File: src/rtl/tpu_mac_cell.sv
// Weight-stationary MAC processing element with a double-buffered weight and a sticky overflow flag.
// Optional macro TPU_MAC_SAT_EN: saturate psum_out on overflow instead of wrapping.
module tpu_mac_cell #(
  parameter int DATA_W = 8,
  parameter int ACC_W  = 32
) (
  input  logic                     C,
  input  logic                     Rn,
  input  logic                     w_shift,
  input  logic        [DATA_W-1:0] w_in,
  output logic        [DATA_W-1:0] w_out,
  input  logic                     w_swap,
  input  logic signed [DATA_W-1:0] a_in,
  input  logic                     a_vld_in,
  output logic signed [DATA_W-1:0] a_out,
  output logic                     a_vld_out,
  input  logic signed [ACC_W-1:0]  psum_in,
  output logic signed [ACC_W-1:0]  psum_out,
  output logic                     p_vld_out,
  output logic                     ovf
);

  logic        [DATA_W-1:0]   w_shadow_reg;
  logic signed [DATA_W-1:0]   w_active_reg;
  logic signed [DATA_W-1:0]   a_out_reg;
  logic                       a_vld_reg;
  logic signed [ACC_W-1:0]    psum_reg;
  logic                       p_vld_reg;
  logic                       ovf_reg;

  logic signed [2*DATA_W-1:0] prod;
  logic signed [ACC_W-1:0]    prod_ext;
  logic signed [ACC_W-1:0]    sum;
  logic                       ovf_now;
  logic signed [ACC_W-1:0]    psum_next;

  assign prod     = a_in * w_active_reg;
  assign prod_ext = ACC_W'(prod);
  assign sum      = psum_in + prod_ext;
  // Signed overflow: operands agree in sign but the wrapped sum does not.
  assign ovf_now  = (psum_in[ACC_W-1] == prod_ext[ACC_W-1]) &&
                    (sum[ACC_W-1] != psum_in[ACC_W-1]);

`ifdef TPU_MAC_SAT_EN
  // Clamp toward the true result; the operand sign tells the direction.
  always_comb begin
    psum_next = sum;
    if (ovf_now) begin
      if (psum_in[ACC_W-1])
        psum_next = {1'b1, {(ACC_W-1){1'b0}}};
      else
        psum_next = {1'b0, {(ACC_W-1){1'b1}}};
    end
  end
`else
  assign psum_next = sum;
`endif

  always_ff @(posedge C or negedge Rn) begin
    if (!Rn) begin
      w_shadow_reg <= '0;
      w_active_reg <= '0;
      a_out_reg    <= '0;
      a_vld_reg    <= 1'b0;
      psum_reg     <= '0;
      p_vld_reg    <= 1'b0;
      ovf_reg      <= 1'b0;
    end else begin
      if (w_shift)
        w_shadow_reg <= w_in;
      // The product above already used the pre-swap weight this cycle.
      if (w_swap)
        w_active_reg <= w_shadow_reg;
      a_vld_reg <= a_vld_in;
      p_vld_reg <= a_vld_in;
      if (a_vld_in) begin
        a_out_reg <= a_in;
        psum_reg  <= psum_next;
      end
      if (a_vld_in && ovf_now)
        ovf_reg <= 1'b1;
      else if (w_swap)
        ovf_reg <= 1'b0;
    end
  end

  assign w_out     = w_shadow_reg;
  assign a_out     = a_out_reg;
  assign a_vld_out = a_vld_reg;
  assign psum_out  = psum_reg;
  assign p_vld_out = p_vld_reg;
  assign ovf       = ovf_reg;

endmodule

File: config.mk
export PLATFORM = sky130hd
export DESIGN_NAME = tpu_mac_cell
export DESIGN_NICKNAME = d
export VERILOG_FILES = /design/src/rtl/tpu_mac_cell.sv
export SDC_FILE = /design/constraint.sdc
export NUM_CORES = 1
export LEC_CHECK = 0
export CAP_MARGIN = 30
export CELL_PAD_IN_SITES_DETAIL_PLACEMENT = 1
export CELL_PAD_IN_SITES_GLOBAL_PLACEMENT = 2
export CORE_ASPECT_RATIO = 0.9
export CORE_UTILIZATION = 34
export DETAILED_ROUTE_END_ITERATION = 10
export GPL_ROUTABILITY_DRIVEN = 0
export PLACE_DENSITY = 0.78
export SLEW_MARGIN = 20
export SYNTH_ARGS = -nofsm -noshare
export SYNTH_HDL_FRONTEND = slang
export SYNTH_SLANG_ARGS = --single-unit
File: constraint.sdc
create_clock -name C -period 9.7 [get_ports C]
set_clock_uncertainty 0.2 [all_clocks]
set_input_delay 2.91 -clock C [delete_from_list [all_inputs] [get_ports C]]
set_output_delay 2.91 -clock C [all_outputs]
set_load 0.01 [all_outputs]
== After elaboration in Yosys (flattened, before gate mapping) ==
Cells that the tools add are included.

* Register bits: 58
* Input bits: 53
* Output and inout port bits: 51
* Logic and storage cells: 15

* $mul: 1
* Mux-type cells: 2
* Add/subtract/negate cells: 1
* Eq/ne operators: 2
* Reductions and logical operators: 3

{| class="wikitable"
|+ Operators with widths
! cell !! number
|-
| $add A32 B16 Y32 || 1
|-
| $mul A8 B8 Y16 || 1
|-
| $logic_and A1 B1 Y1 || 2
|-
| $mux W1 || 2
|-
| $reduce_bool A2 Y1 || 1
|-
| $eq A1 B1 Y1 || 1
|-
| $ne A1 B1 Y1 || 1
|}

== Depth between registers and ports, before layout ==
Gate-level depths: netlist of run 1.

* Depth after elaboration: 6
* Depth in mapped cells: 25
* Depth with buffers taken out: 25

== Worst setup path before layout of run 1 ==
No wires, ideal clock.

* Kind: input to register
* From: in a_in[7]
* To: reg ovf_reg (netlist: ovf)
* Arrival time: 9.071 ns
* Buffers on the path: 0
* Setup slack: 0.303 ns
* Setup time: 0.126 ns
* Required time: 9.374 ns
* Cell stages on the path: 22
* Cell sequence: and2_1 > fa_1 > inv_1 > fa_1 > inv_1 > fa_1 > inv_1 > fa_1 > inv_1 > ha_1 > nand3_1 > nor3_1 > o31ai_1 > xnor2_1 > ha_1 > and4_1 > a211o_1 > o22ai_1 > nand2_1 > o2111ai_1 > a2111oi_0 > a311o_1

* Longest elaborated chain between the ends: 6
* Elaborated cells on any way between the ends: 8
* Classes of those cells: add/sub: 1; mul: 1; eq/ne: 2; mux: 1; reduce/logical: 3

{| class="wikitable"
|+ Ends and longest elaborated chain
! what !! RTL line !! RTL
|-
| from (decl) || 13 || <nowiki>input logic signed [DATA_W-1:0] a_in,</nowiki>
|-
| $mul A8 B8 Y16 * || 37 || <nowiki>assign prod = a_in * w_active_reg;</nowiki>
|-
| $add A32 B16 Y32 || 39 || <nowiki>assign sum = psum_in + prod_ext;</nowiki>
|-
| $ne A1 B1 Y1 || 42 || <nowiki>(sum[ACC_W-1] != psum_in[ACC_W-1]);</nowiki>
|-
| $logic_and A1 B1 Y1 * || 41 || <nowiki>assign ovf_now = (psum_in[ACC_W-1] == prod_ext[ACC_W-1]) &&</nowiki>
|-
| $logic_and A1 B1 Y1 * || 80 || <nowiki>if (a_vld_in && ovf_now)</nowiki>
|-
| $mux W1 / $reduce_bool A2 Y1 (equally long branches) || - ||
|-
| to (signal assigned) || 67 || <nowiki>ovf_reg <= 1'b0;</nowiki>
|-
| to (signal assigned) || 81 || <nowiki>ovf_reg <= 1'b1;</nowiki>
|-
| to (signal assigned) || 83 || <nowiki>ovf_reg <= 1'b0;</nowiki>
|-
| to (decl) || 29 || <nowiki>logic ovf_reg;</nowiki>
|}

Every way passes the cells marked *; elsewhere a longest branch is shown, timed or not.
A chain may end at the register's enable or synchronous reset.

== Worst setup path after layout of run 1 ==
* From: in a_in[3]
* To: reg psum_reg[21] (netlist: psum_out[21])

* Longest elaborated chain between the ends: 2

{| class="wikitable"
|+ Ends and longest elaborated chain
! what !! RTL line !! RTL
|-
| $mul A8 B8 Y16 || 37 ||
|-
| $add A32 B16 Y32 || 39 ||
|-
| to (signal assigned) || 78 || <nowiki>psum_reg <= psum_next;</nowiki>
|-
| to (decl) || 27 || <nowiki>logic signed [ACC_W-1:0] psum_reg;</nowiki>
|}

No other way between the ends.

==> results.toml, run 1 <==
[final_layout]
largest_reg_flops = 32
area_growth_pct = 30.24
num_antenna_cells = 0
final_cell_area_um2 = 8433
drive_gt1_frac = 0.1278
nNetsFinal = 1001
num-fill-cells = 2158

[sta]
period_share = 0.9672
fmax_mhz = 106.6
setup_viol = 0
tightest_slew_ns = 0.8091
min_period_ns = 9.382
slew_viol_final = 0
max_slew_margin = 0.4606
setup_slack_ns = 0.3182
whs_ns = 0.2879
hold_viol_final = 0
rsz0062_at_grt = "false"

[yosys]
netlist_instances = 690
seq_area_frac_synth = 0.2242
yosysTopAreaCellShare = 0.2242
yosys-top-cells-area = "dfrtp_1, fa_1, ha_1, mux2_2, inv_1"
synth_top_flop_cell = "dfrtp_1"
synth-seq-cells = 58
synth_area_per_cell_um2 = 9.384
synthesis.nets = 859
ys_async_sr_fraction = 1.000
ys_warn_count = 0
syn-cell-area_um2 = 6475
synth_edf_count = 0
yosysTopAreaCell = "dfrtp_1"
ys_types = 56

[cts]
cts_root_buf = "clkbuf_16"
insertion_delay_ns = 0.35
cts_num_sinks = 58
clockBufferDepth = 2
clk_pin_slew_worst_paths_ns = 0.06
cts_tree = "done"
cts_max_level = 3
cts_buffers = 9
postCtsHoldBufs = 0

[floorplan]
core_area_um2 = 18520
die_area_um2 = 19600
ios = 104
start_util = 0.3495
die_x_um = 147.5
die_y_um = 132.9
rows = 47

[critical_path]
start_kind = "primary input"
required_ns = 9.73
cp.arrival_ns = 9.41
worstSetupEndpointType = "flip-flop"
crit_type = "in -> reg"
cp_max_fo = 6

[placement]
portBuffers = 103
dp_slack_ns = -0.1589
dp_hpwl_um = 14870
placedInstanceArea_um2 = 8078

[grt]
grt_pass1_wl_um = 30620
grt_start_max_net_pins = 59
grt-ovfl-total = 0
grt_pass1_vias = 5977
antenna_found_initial = 0
grtUsageTotal = 0.1984

[detailed_routing]
viasPerCell = 5.125
ant_nets = 0
drt-total-wl_um = 18500
drc = 0
drt_iter0_drc = 125
wl_per_cell_um = 17.09
dr.pass1.iters = 4
vias = 5545

[run]
cap_viol_max_count = 0

[worst_hold_path]
hp-class = "reg -> reg"

[status]
status = "complete, no violations"
==> routing by layer <==
metal / wire (µm) / global-route usage / vias to the layer above / share of wire
met1: 9007 / 0.2695 / 2776 / 0.49
met4: 188 / 0.04811 / 0 / 0.010
met2: 8691 / 0.3289 / 96 / 0.47
met3: 607 / 0.03172 / 17 / 0.033
li1: - / - / 2656 / -
met5: 0 / 0 / - / 0
==> worst max-delay path, cell delays in order <==
cell	delay, ns
clkdlybuf4s50_1	0.53
buf_4	0.21
and2_1	0.13
ha_1	0.32
fa_1	0.47
ha_1	0.29
inv_1	0.05
fa_1	0.52
inv_1	0.04
ha_1	0.24
fa_1	0.41
a21o_1	0.19
a21oi_1	0.23
o21bai_1	0.10
a21oi_1	0.23
o21bai_1	0.13
a211o_1	0.31
o211ai_1	0.11
ha_1	0.30
and4_1	0.24
buf_4	0.14
and4_1	0.18
o21ai_0	0.13
buf_4	0.18
a31oi_2	0.11
or2_1	0.29
xor2_1	0.15
mux2_2	0.26
==> placed cells by master (no fill, tap or decap), types with 9 or more instances in the layout <==
cell / n
inv_1: 105
xnor2_1: 21
fa_1: 56
and2_1: 46
nor3_1: 13
nor2b_1: 11
mux2_2: 37
o21ai_0: 12
o211ai_1: 9
clkbuf_16: 9
ha_1: 60
a21o_1: 17
nor2_1: 28
a211o_1: 9
clkdlybuf4s50_1: 100
a21oi_1: 35
buf_4: 42
nand3_1: 9
dfrtp_1: 58
o21a_1: 9
nand2_1: 42
==> synth_stat cells (all sizes together) (3+ instances only) <==
master     n
inv      105
ha        60
dfrtp     58
fa        56
and2      46
nand2     42
mux2      37
a21oi     36
nor2      28
xnor2     21
o21ai     19
a21o      17
nor3      14
clkbuf    11
nor2b     11
a211o      9
nand3      9
o211ai     9
o21a       9
a211oi     8
o2111ai    8
o31ai      6
nand3b     5
o311ai     5
xor2       5
and4       4
buf        4
nand2b     4
nand4      4
nor3b      4
a31o       3
a31oi      3
and3       3
o21bai     3
or3        3
==> layout make-up <==
class | count | area [µm²] | area share
Inverter | 105 | 394.1 | 0.04674
Clock inverter | 6 | 90.09 | 0.01068
Tap cell | 245 | 306.5 | 0.03635
Sequential cell | 58 | 1451 | 0.1721
Multi-Input combinational cell | 512 | 4603 | 0.5458
Clock buffer | 10 | 229.0 | 0.02715
Timing Repair Buffer | 146 | 1359 | 0.1611
==> cells by family (layout without fill, tap and decap cells) <==
| group | Yosys count | count (layout) | share of synthesized area |
|---|---|---|---|
| compound gates | 149 | 149 | 0.1637 |
| buf+inv | 120 | 267 | 0.07015 |
| flops | 58 | 58 | 0.2242 |
| xor+xnor | 27 | 27 | 0.03865 |
| mux | 38 | 38 | 0.06589 |
| simple gates | 182 | 182 | 0.1484 |
| fa+ha+maj | 116 | 116 | 0.2891 |
==> path summary, 6_finish.rpt <==
| path | endpoint | depth (start not counted) | from | slack, ns |
|---|---|---|---|---|
| worst max-delay path | psum_out[21] | 28 | a_in[3] | 0.32 |
| worst min-delay path | psum_out[13] | 1 | psum_out[13] | 0.29 |
| worst max register to register | psum_out[21] | 26 | w_active_reg[4] | 2.94 |
| worst min register to register | psum_out[13] | 1 | psum_out[13] | 0.29 |
| max in group asynchronous | psum_out[2] | 2 | Rn | 6.23 |
| min in group asynchronous | psum_out[24] | 2 | Rn | 2.54 |
==> metrics by stage <==
| step | instances | setup TNS [ns] | util |
|---|---|---|---|
| final | 1082 | 0 | 0.4553 |
| after floorplan | 690 | 0 | - |
| after global placement | 1066 | -0.008397 | 0.4361 |
| after global routing | 1082 | 0 | 0.4553 |
| after detailed placement | 1066 | -0.3846 | 0.4361 |
| after CTS | 1082 | 0 | 0.4533 |
==> what timing repair did <==
action	4_1_cts	5_1_grt
setup buffers	0	0
resized for setup	0	8
endpoints found under the setup margin	0	4
Power of run 1 is not shown: default switching activity piles up to over one toggle a cycle in this logic, so the estimate is an artifact.
==> inputs of run 2 (changes only) <==
--- a/config.mk
+++ b/config.mk
@@ -12,7 +12,7 @@
 export CORE_UTILIZATION = 34
 export DETAILED_ROUTE_END_ITERATION = 10
 export GPL_ROUTABILITY_DRIVEN = 0
-export PLACE_DENSITY = 0.78
+export PLACE_DENSITY = 0.84
 export SLEW_MARGIN = 20
 export SYNTH_ARGS = -nofsm -noshare
 export SYNTH_HDL_FRONTEND = slang
==> results.toml, run 2 (same netlist as run 1, synthesis figures left out) <==
[cts]
clk_pin_slew_worst_paths_ns = 0.06
postCtsHoldBufs = 0
cts_num_sinks = 58
insertion_delay_ns = 0.34
post-cts-setup-buffer-count = 0
ctsResizeCount = 0
cts_tree = "done"
cts_max_level = 3
clockBufferDepth = 2
cts_buffers = 9
cts_root_buf = "clkbuf_16"

[critical_path]
required_ns = 9.73
slowest_stage = "fa_1"
critPathTopFamily = "adder cells"
worstSetupEndpointType = "flip-flop"
crit_type = "in -> reg"
start_kind = "primary input"
worst-path-stages = 25
critPathMaxStageDelay_ns = 0.57
r2r_cells = 24
cp_max_fo = 9
cp.buffers_inverters = 7
cp.arrival_ns = 9.31

[final_layout]
drive_gt1_frac = 0.1126
layout_commonest_cell = "inv_1"
num_antenna_cells = 0
area_growth_pct = 27.98
mostFrequentLayoutCells = "inv_1, clkdlybuf4s50_1, ha_1, dfrtp_1, fa_1"
seq_area_um2 = 1451
nNetsFinal = 992
multiInputGateArea_um2 = 4586
largest_reg_flops = 32
num-fill-cells = 2125

[floorplan]
rows = 47
core_area_um2 = 18520
die_area_um2 = 19600
start_util = 0.3495
die_y_um = 132.9
ios = 104
die_x_um = 147.5

[detailed_routing]
viasPerCell = 5.103
ant_nets = 0
dr.pass1.iters = 4
wl_per_cell_um = 16.81
drt-total-wl_um = 18000
vias = 5465
drt_iter0_drc = 154
drc = 0

[placement]
portBuffers = 103
dp_slack_ns = -0.1739
dp_hpwl_um = 14330

[grt]
grt_pass1_wl_um = 29970
grt-ovfl-total = 0
grt_pass1_vias = 6026
grt_start_max_net_pins = 59
antenna_found_initial = 0
grtUsageTotal = 0.1933

[sta]
fmax_mhz = 107.7
slew_viol_final = 0
tightest_slew_ns = 0.8039
tns_ns = 0
min_period_ns = 9.286
hold_viol_final = 0
period_share = 0.9573
rsz0062_at_grt = "false"
max_slew_margin = 0.4641
setup_slack_ns = 0.4138
setup_viol = 0
whs_ns = 0.2935

[worst_hold_path]
min_path_cells = 2
hp-class = "reg -> reg"

[run]
cap_viol_max_count = 0

[status]
status = "complete, no violations"
## run 2: changes by cell type in the layout (fill, tap and decap cells not counted), sizes merged
cell and change:
bufinv -2, inv -1, dlymetal6s2s +4, buf -9, clkdlybuf4s50 -4, clkbuf +1
## run 2: metal layers
metal  GRT usage  wire, µm  up-vias
met5           0         0        -
met4     0.04926       251        0
met3     0.03276       497       20
met2      0.3312      8880       81
met1      0.2514      8373     2745
li1            -         -     2619
## run 2: worst paths after layout
path | startpoint | endpoint | slack, ns
hold / removal | psum_out[20] | psum_out[20] | 0.29
min in group asynchronous | Rn | psum_out[30] | 2.53
setup / recovery | a_in[7] | ovf | 0.41
hold reg to reg | psum_out[20] | psum_out[20] | 0.29
setup reg to reg | w_active_reg[3] | ovf | 2.96
max in group asynchronous | Rn | psum_out[4] | 6.23
## run 2: worst register-to-register path: cells and delay by family (launching register included)
family,cells,cell delay (ns)
XOR/XNOR,1,0.14
AND/OR/NAND/NOR,7,1.23
adder cells (fa/ha/maj),6,2.84
flip-flops,1,0.51
buffers and inverters,6,0.63
AO/OA/AOI/OAI,4,1.06
## run 2: area by class of cell
| cell class | count | share of cell area |
|---|---|---|
| multi-input combinational | 512 | 0.5534 |
| sequential | 58 | 0.1751 |
| timing repair buffer | 137 | 0.1555 |
| inverter | 105 | 0.04756 |
| tap | 245 | 0.03699 |
| clock buffer | 11 | 0.02929 |
| clock inverter | 3 | 0.002114 |
## run 2: per-stage QoR
| step | utilization | instance area [µm²] | std cells |
|---|---|---|---|
| final | 0.4473 | 8287 | 1071 |
| after global routing | 0.4473 | 8287 | 1071 |
| after CTS | 0.4458 | 8258 | 1071 |
| after detailed placement | 0.4317 | 7998 | 1057 |
| after global placement | 0.4317 | 7998 | 1057 |
| after floorplan | - | 6475 | 690 |
Power of run 2 is left out for the same reason.
==> inputs of run 3 (changes only) <==
--- a/config.mk
+++ b/config.mk
@@ -10,9 +10,11 @@
 export CELL_PAD_IN_SITES_GLOBAL_PLACEMENT = 2
 export CORE_ASPECT_RATIO = 0.9
 export CORE_UTILIZATION = 34
+export CTS_CLUSTER_SIZE = 14
 export DETAILED_ROUTE_END_ITERATION = 10
 export GPL_ROUTABILITY_DRIVEN = 0
 export PLACE_DENSITY = 0.84
+export REMOVE_ABC_BUFFERS = 1
 export SLEW_MARGIN = 20
 export SYNTH_ARGS = -nofsm -noshare
 export SYNTH_HDL_FRONTEND = slang
==> results.toml, run 3 (same netlist as run 1, synthesis figures left out) <==
[status]
status = "complete, no violations"

[worst_hold_path]
hold_end = "psum_out[16]"
hp-class = "reg -> reg"
min_path_cells = 2
holdCritStartpoint = "psum_out[16]"

[detailed_routing]
ant_nets = 0
viasPerCell = 5.163
drt-total-wl_um = 18480
drt_iter0_drc = 191
wl_per_cell_um = 17.13
vias = 5571
dr.pass1.iters = 4
drc = 0

[final_layout]
seq_area_um2 = 1451
area_growth_pct = 29.28
layout_commonest_cell = "inv_1"
multiInputGateArea_um2 = 4603
mostFrequentLayoutCells = "inv_1, clkdlybuf4s50_1, ha_1, dfrtp_1, fa_1"
largest_reg_flops = 32
num-fill-cells = 2143
nNetsFinal = 998
num_antenna_cells = 0
drive_gt1_frac = 0.1259

[cts]
cts_buffers = 9
cts_tree = "done"
clk_pin_slew_worst_paths_ns = 0.05
postCtsHoldBufs = 0
post-cts-setup-buffer-count = 0
cts_max_level = 3
cts_root_buf = "clkbuf_16"
clockBufferDepth = 2
cts_num_sinks = 58
insertion_delay_ns = 0.34

[sta]
slew_viol_final = 0
max_slew_margin = 0.4671
tightest_slew_ns = 0.7993
min_period_ns = 9.321
whs_ns = 0.2942
rsz0062_at_grt = "false"
fmax_mhz = 107.3
hold_viol_final = 0
period_share = 0.9609
setup_viol = 0

[critical_path]
rrSetupSlack_ns = 2.96
critPathTopFamily = "adder cells"
start_kind = "primary input"
worstSetupEndpointType = "flip-flop"
required_ns = 9.73
critPathMaxStageDelay_ns = 0.53
crit_type = "in -> reg"
r2r_end = "psum_out[29]"
critical_path.most_common_cell = "ha_1"
r2r_cells = 24
reg2reg_from = "w_active_reg[7]"
slowest_stage = "fa_1"
cp.arrival_ns = 9.35
cp_max_fo = 5
cp.buffers_inverters = 6

[floorplan]
die_x_um = 147.5
rows = 47
die_y_um = 132.9
core_area_um2 = 18520
die_area_um2 = 19600
ios = 104
start_util = 0.3495

[run]
cap_viol_max_count = 0

[grt]
grt_pass1_vias = 6163
grt-ovfl-total = 0
antenna_found_initial = 2
grt_start_max_net_pins = 59
grt_pass1_wl_um = 31220
grtUsageTotal = 0.2007

[placement]
dp_hpwl_um = 15040
portBuffers = 103
## run 3: cell count changes in the layout (fill, tap and decap cells not counted), sizes merged
cell | previous run | this run
clkdlybuf4s50 | 96 | 100
dlymetal6s2s | 5 | 1
clkbuf | 11 | 9
clkinv | 2 | 4
buf | 36 | 42
clkinvlp | 1 | 3
## run 3: timing repair
action,CTS,global route
gates resized for setup,0,9
hold endpoints to repair,0,0
setup endpoints to repair,0,5
## run 3: per-stage QoR
| stage | TNS (ns) | util | area (µm²) | instances | setup WS, ns |
|---|---|---|---|---|---|
| after floorplan | 0 | - | 6415 | 675 | 0.3030 |
| after detailed placement | -0.2679 | 0.4338 | 8035 | 1062 | -0.1439 |
| after CTS | 0 | 0.4484 | 8307 | 1078 | 0.1869 |
| after global routing | 0 | 0.4519 | 8371 | 1079 | 0.02106 |
| after global placement | -0.03776 | 0.4338 | 8035 | 1062 | -0.03776 |
| final | 0 | 0.4519 | 8371 | 1079 | 0.3792 |
## run 3: tightest hold or removal path, cell delays in order (launching register included)
cell     delay (ns)
dfrtp_1        0.34
nand2_1        0.06
o31ai_1        0.06
## run 3: area by class of cell
class,instances,area share
well taps,245,0.03662
flip-flops and latches,58,0.1734
repair buffers,143,0.1605
clock inverters,7,0.005531
inverters,105,0.04709
multi-input cells,512,0.5499
clock buffers,9,0.02691
## run 3: worst max-delay path by stage
stage	from	depth (start not counted)	slack, ns	to
3_5_place_dp	a_in[5]	24	-0.14	ovf
5_1_grt	a_in[3]	28	0.02	psum_out[29]
6_report	a_in[3]	28	0.38	psum_out[29]
2_1_floorplan	a_in[7]	22	0.30	ovf
4_1_cts	a_in[5]	24	0.19	ovf
3_3_place_gp	a_in[7]	25	-0.04	psum_out[28]
## run 3: metal layers
| layer | global-route usage | up-vias | share of wire |
|---|---|---|---|
| met4 | 0.05727 | 4 | 0.016 |
| li1 | - | 2644 | - |
| met2 | 0.3438 | 101 | 0.50 |
| met1 | 0.2562 | 2798 | 0.45 |
| met3 | 0.03828 | 24 | 0.037 |
| met5 | 0 | - | 0.0010 |
Power of run 3 is left out for the same reason.
